`src/rtl/store_buffer.sv`:
```
// Posted-write store buffer: formats sb/sh/sw into word writes, queues, drains via req/ack.
// Ports: clk, rst(async low), d_* CPU side, m_* memory side, stall, err, level. Option: STORE_BUFFER_COALESCE_EN.
package store_buffer_pkg;
  typedef enum logic [2:0] {
    MEM_DT_BYTE  = 3'd0,
    MEM_DT_HALF  = 3'd1,
    MEM_DT_WORD  = 3'd2,
    MEM_DT_BYTEU = 3'd3,
    MEM_DT_HALFU = 3'd4
  } mem_dt_e;

  typedef enum logic {
    ENONE  = 1'b0,
    EALIGN = 1'b1
  } errno_e;
endpackage

import store_buffer_pkg::*;

module store_buffer #(
  parameter int DEPTH = 4,
  parameter int PTR_W = $clog2(DEPTH)
) (
  input  logic             clk,
  input  logic             rst,
  input  logic [31:0]      d_addr,
  input  logic [31:0]      d_wd,
  input  logic             d_we,
  input  mem_dt_e          d_dt,
  input  logic             d_re,
  output logic             stall,
  output errno_e           err,
  output logic             m_req,
  output logic [29:0]      m_addr,
  output logic [31:0]      m_wd,
  output logic [3:0]       m_be,
  input  logic             m_ack,
  output logic [PTR_W:0]   level
);

  localparam int LVL_W = PTR_W + 1;

  logic [29:0]      addr_q [DEPTH];
  logic [29:0]      addr_d [DEPTH];
  logic [31:0]      wd_q   [DEPTH];
  logic [31:0]      wd_d   [DEPTH];
  logic [3:0]       be_q   [DEPTH];
  logic [3:0]       be_d   [DEPTH];
  logic [DEPTH-1:0] valid_q, valid_d;
  logic [PTR_W-1:0] head_q, head_d;
  logic [PTR_W-1:0] tail_q, tail_d;
  logic [LVL_W-1:0] level_q, level_d;
  logic             m_req_q, m_req_d;
  errno_e           err_q, err_d;

  logic [3:0]       fmt_be;
  logic [31:0]      fmt_wd;
  logic             aligned;
  logic             is_b, is_h, is_w;
  logic             full, ld_hazard;
  logic             push, pop, merge;
  logic [PTR_W-1:0] tail_last;

  assign is_b = (d_dt == MEM_DT_BYTE) || (d_dt == MEM_DT_BYTEU);
  assign is_h = (d_dt == MEM_DT_HALF) || (d_dt == MEM_DT_HALFU);
  assign is_w = (d_dt == MEM_DT_WORD);

  always_comb begin
    fmt_be  = 4'b0000;
    fmt_wd  = 32'h0;
    aligned = 1'b0;
    unique case (1'b1)
      is_b: begin
        aligned = 1'b1;
        fmt_be  = 4'b0001 << d_addr[1:0];
        fmt_wd  = {4{d_wd[7:0]}};
      end
      is_h: begin
        aligned = ~d_addr[0];
        fmt_be  = d_addr[1] ? 4'b1100 : 4'b0011;
        fmt_wd  = {2{d_wd[15:0]}};
      end
      is_w: begin
        aligned = (d_addr[1:0] == 2'b00);
        fmt_be  = 4'b1111;
        fmt_wd  = d_wd;
      end
      default: begin
        aligned = 1'b0;
      end
    endcase
  end

  always_comb begin
    ld_hazard = 1'b0;
    for (int i = 0; i < DEPTH; i++) begin
      if (valid_q[i] && addr_q[i] == d_addr[31:2]) begin
        ld_hazard = d_re;
      end
    end
  end

  assign full      = (level_q == LVL_W'(DEPTH));
  assign stall     = (d_we & full) | ld_hazard;
  assign pop       = m_req_q & m_ack;
  assign tail_last = tail_q - PTR_W'(1);

`ifdef STORE_BUFFER_COALESCE_EN
  // Only the tail can absorb a store, and only once it is not the head,
  // so the word under handshake never changes.
  assign merge = d_we & aligned & ~full & ~stall
               & (level_q >= LVL_W'(2))
               & valid_q[tail_last]
               & (addr_q[tail_last] == d_addr[31:2]);
`else
  assign merge = 1'b0;
`endif

  assign push = d_we & aligned & ~full & ~merge;

  always_comb begin
    addr_d  = addr_q;
    wd_d    = wd_q;
    be_d    = be_q;
    valid_d = valid_q;
    head_d  = head_q;
    tail_d  = tail_q;
    err_d   = err_q;
    if (pop) begin
      valid_d[head_q] = 1'b0;
      head_d          = head_q + PTR_W'(1);
    end
    if (push) begin
      addr_d[tail_q]  = d_addr[31:2];
      wd_d[tail_q]    = fmt_wd;
      be_d[tail_q]    = fmt_be;
      valid_d[tail_q] = 1'b1;
      tail_d          = tail_q + PTR_W'(1);
    end
    if (merge) begin
      for (int b = 0; b < 4; b++) begin
        if (fmt_be[b]) begin
          wd_d[tail_last][8*b +: 8] = fmt_wd[8*b +: 8];
        end
      end
      be_d[tail_last] = be_q[tail_last] | fmt_be;
    end
    if (d_we) begin
      err_d = aligned ? ENONE : EALIGN;
    end
    level_d = level_q + LVL_W'(push) - LVL_W'(pop);
    m_req_d = (level_d != '0);
  end

  always_ff @(posedge clk or negedge rst) begin
    if (!rst) begin
      for (int i = 0; i < DEPTH; i++) begin
        addr_q[i] <= '0;
        wd_q[i]   <= '0;
        be_q[i]   <= '0;
      end
      valid_q <= '0;
      head_q  <= '0;
      tail_q  <= '0;
      level_q <= '0;
      m_req_q <= 1'b0;
      err_q   <= ENONE;
    end else begin
      addr_q  <= addr_d;
      wd_q    <= wd_d;
      be_q    <= be_d;
      valid_q <= valid_d;
      head_q  <= head_d;
      tail_q  <= tail_d;
      level_q <= level_d;
      m_req_q <= m_req_d;
      err_q   <= err_d;
    end
  end

  assign m_req  = m_req_q;
  assign m_addr = m_req_q ? addr_q[head_q] : 30'h0;
  assign m_wd   = m_req_q ? wd_q[head_q]   : 32'h0;
  assign m_be   = m_req_q ? be_q[head_q]   : 4'h0;
  assign err    = err_q;
  assign level  = level_q;

endmodule

```
`config.mk`:
```
export PLATFORM = sky130hd
export DESIGN_NAME = store_buffer
export DESIGN_NICKNAME = d
export VERILOG_FILES = /design/src/rtl/store_buffer.sv
export SDC_FILE = /design/constraint.sdc
export NUM_CORES = 1
export LEC_CHECK = 0
export BUFFER_PORTS_ARGS = -buffer_cell sky130_fd_sc_hd__buf_4
export CELL_PAD_IN_SITES_DETAIL_PLACEMENT = 1
export CELL_PAD_IN_SITES_GLOBAL_PLACEMENT = 2
export CORE_MARGIN = 4
export CORE_UTILIZATION = 30
export CTS_CLUSTER_SIZE = 16
export DETAILED_ROUTE_END_ITERATION = 12
export PLACE_DENSITY = 0.64
export SYNTH_ARGS = -nofsm -noshare
export SYNTH_HDL_FRONTEND = slang
export SYNTH_SLANG_ARGS = --single-unit
export TNS_END_PERCENT = 20
```
`constraint.sdc`:
```
create_clock -name clk -period 7.5 [get_ports clk]
set_input_delay 0.375 -clock clk [delete_from_list [all_inputs] [get_ports clk]]
set_output_delay 0.375 -clock clk [all_outputs]
set_load 0.1 [all_outputs]
```
==> summary.md <==
| Metric | Value |
|---|---|
| Netlist Area Pre-Place | 14900 µm² |
| FF/Latch Area | 6940 µm² |
| Initial core utilization | 30.3% |
| Post-synth top area share | 46.7% |
| Final nets | 1426 |
| Root Buffer | clkbuf_16 |
| Post-DRT Antenna Nets | 0 |
| Fillers | 5285 |
| Largest net degree at the start of global routing | 95 |
| Total CTS buffers | 35 |
| Placer Congestion | 0.756 |
| Remaining routing DRC violations | 0 |
| Tmin final | 3.73 ns |
| Die Width | 231 µm |
| Ys async rst share | 100% |
| Worst Path Max Fanout | 38 |
| Fin crit share | 49.7% |
| Die footprint | 53100 µm² |
| Finished Core Util | 35.6% |
| Area taken by multi-input logic gates | 7330 µm² |
| Skew final | 0.0253 ns |
| Post-CTS setup buffer count | 0 |
| Synthesized flop and latch total | 277 |
| Most frequent cell after synthesis | dfrtp_1 |
| Global Route Usage Sum | 16.5% |
| # clock sinks | 277 |
| Diode count | 0 |
| Layout area overhead | 17.4% |
| Syn. warnings | 0 |
| First-pass GRT wire length | 67600 µm |
| Worst Tran Pin Value | 1.02 ns |
| Fin. Hold Viols | 0 |
| Critical path class | flip-flop to primary output |
| Cells after Synth | 1260 |
| Post-Route WL | 43700 µm |
| Max cap viols | 0 |
| Yosys cell types | 38 |
| Arrival time worst endpoint | 3.35 ns |
| PortBufs | 143 |
| Initial antenna violation count | 1 |
| Congestion Overflow GR | 0 |
| Final Max Tran Viols | 0 |
| Share of cells above drive strength 1 | 29.6% |
| Sequential share of the synthesized area | 46.7% |
| Top post-synthesis cells by count | dfrtp_1, nand2_1, o21ai_0 |
| Routed via count | 9714 |
| Worst min path class | input port to flip-flop |
| Ys flop type | dfrtp_1 |
| Post-DP HPWL | 29100 µm |
| CP Launch Type | flip-flop |
| CTS tree | built |
| Status | completed |
| Bufs on Longest Clock Path | 3 |
| Drt first pass iters | 4 |
| RSZ-0062 raised after global routing | false |
| Net Count, Synth | 1343 |
| Fin Setup TNS | 0 ns |
| Vias per cell | 4.79 |
| Final Non-Filler Cells | 2028 |
| Clock Latency Late Sink | 0.53 ns |
| Endpoint type of the worst setup path | primary output |
| Count of final setup violators | 0 |
| Initial detailed-routing violation count | 410 |
| IO Count | 144 |
| Die height | 231 µm |
| DR WL/cell | 21.5 µm |
| Placeable core region | 49000 µm² |
| Core Rows | 81 |
| Post-synth EDFFs | 0 |
| Fmax | 268 MHz |
| Dpl cells | 1969 |
| Vias in the first global route | 10.8k |
| Synth area leaders | dfrtp_1, mux2_4, mux4_2, o21ai_0, xnor2_1 |
| Worst EP required | 7.12 ns |
| Slew margin rel. | 31.9% |
| Post-synthesis area per instance | 11.8 µm² |
| Clk pin slew, worst setup/hold paths | 0.05 ns |
| H-tree Lvls | 2 |
| Synth area leader | dfrtp_1 |
==> through the flow <==
stage | cell area, µm² | hold WS, ns | worst slack [ns]
floorplan | 14900 | 0.0794 | 4.24
global placement | 16300 | 0.456 | 4.05
detailed placement | 16300 | 0.464 | 4.03
CTS | 17400 | 0.0397 | 3.63
global route | 17400 | 0.0773 | 3.53
finish | 17400 | 0.0615 | 3.77
==> path summary, 6_finish.rpt <==
path	start	slack (ns)	depth (start not counted)	end
setup / recovery	head_q[0]	3.77	4	m_wd[9]
hold / removal	d_we	0.06	2	err
setup reg to reg	level[0]	4.51	6	addr_q[51]
hold reg to reg	wd_q[12]	0.47	2	wd_q[12]
max in group asynchronous	rst	5.58	3	wd_q[118]
min in group asynchronous	rst	0.46	2	addr_q[13]
==> critical path, cell delays in order, from the launching register on <==
cell     delay [ns]
dfrtp_4        0.90
buf_4          0.80
mux4_2         0.59
and2_1         0.23
buf_4          0.26
==> cells in the final DEF (no fill, tap or decap), types with 2 or more instances in the layout <==
| master | count |
|---|---|
| a211oi_1 | 16 |
| a21oi_1 | 35 |
| a31oi_1 | 2 |
| and2_1 | 69 |
| buf_4 | 152 |
| clkbuf_1 | 6 |
| clkbuf_16 | 35 |
| clkbuf_8 | 12 |
| clkinv_2 | 2 |
| dfrtp_1 | 274 |
| dfrtp_4 | 2 |
| ha_1 | 10 |
| inv_1 | 14 |
| mux2_2 | 12 |
| mux2_4 | 108 |
| mux2i_1 | 17 |
| mux4_2 | 66 |
| nand2_1 | 167 |
| nand3_4 | 4 |
| nand4_1 | 25 |
| nor2_1 | 22 |
| nor2b_1 | 8 |
| nor4_1 | 16 |
| o21ai_0 | 146 |
| o21ai_1 | 2 |
| xnor2_1 | 80 |
| xor2_1 | 44 |
==> sequential cells by signal, summed over array words and instances (netlist names) <==
| signal | flops |
|---|---|
| wd_q | 128 |
| addr_q | 120 |
| be_q | 16 |
| valid_q | 4 |
| level | 3 |
| head_q | 2 |
| tail_q | 2 |
| err | 1 |
| m_req | 1 |
==> final cells by class <==
type | count | share of cell area, %
clock buffers | 53 | 6.10
multi-input cells | 861 | 42.0
clock inverters | 5 | 0.323
flip-flops and latches | 277 | 39.8
well taps | 664 | 4.76
repair buffers | 154 | 6.69
inverters | 14 | 0.301
==> timing repair <==
action,4_1_cts,5_1_grt
hold buffers,1,0
endpoints found under the hold margin,91,0
gates resized for setup,0,0
==> layer usage <==
layer	wire (µm)	global-route usage [%]	vias to the layer above
li1	-	-	4539
met3	1800	2.59	49
met5	18	0	-
met4	707	3.76	2
met1	20100	22.6	4959
met2	21100	27.5	165
==> cell families after synthesis <==
kind of cell	after synthesis	synth area share, %
AND/OR/NAND/NOR	316	10.2
flip-flops	277	46.7
AO/OA/AOI/OAI	206	7.51
multiplexers	203	23.0
XOR/XNOR	125	7.42
buffers and inverters	122	4.19
adder cells (fa/ha/maj)	11	0.977
Power is left out: the tool's default activity adds up to more than one toggle a clock period on the data nets, which glitch-free logic cannot reach.
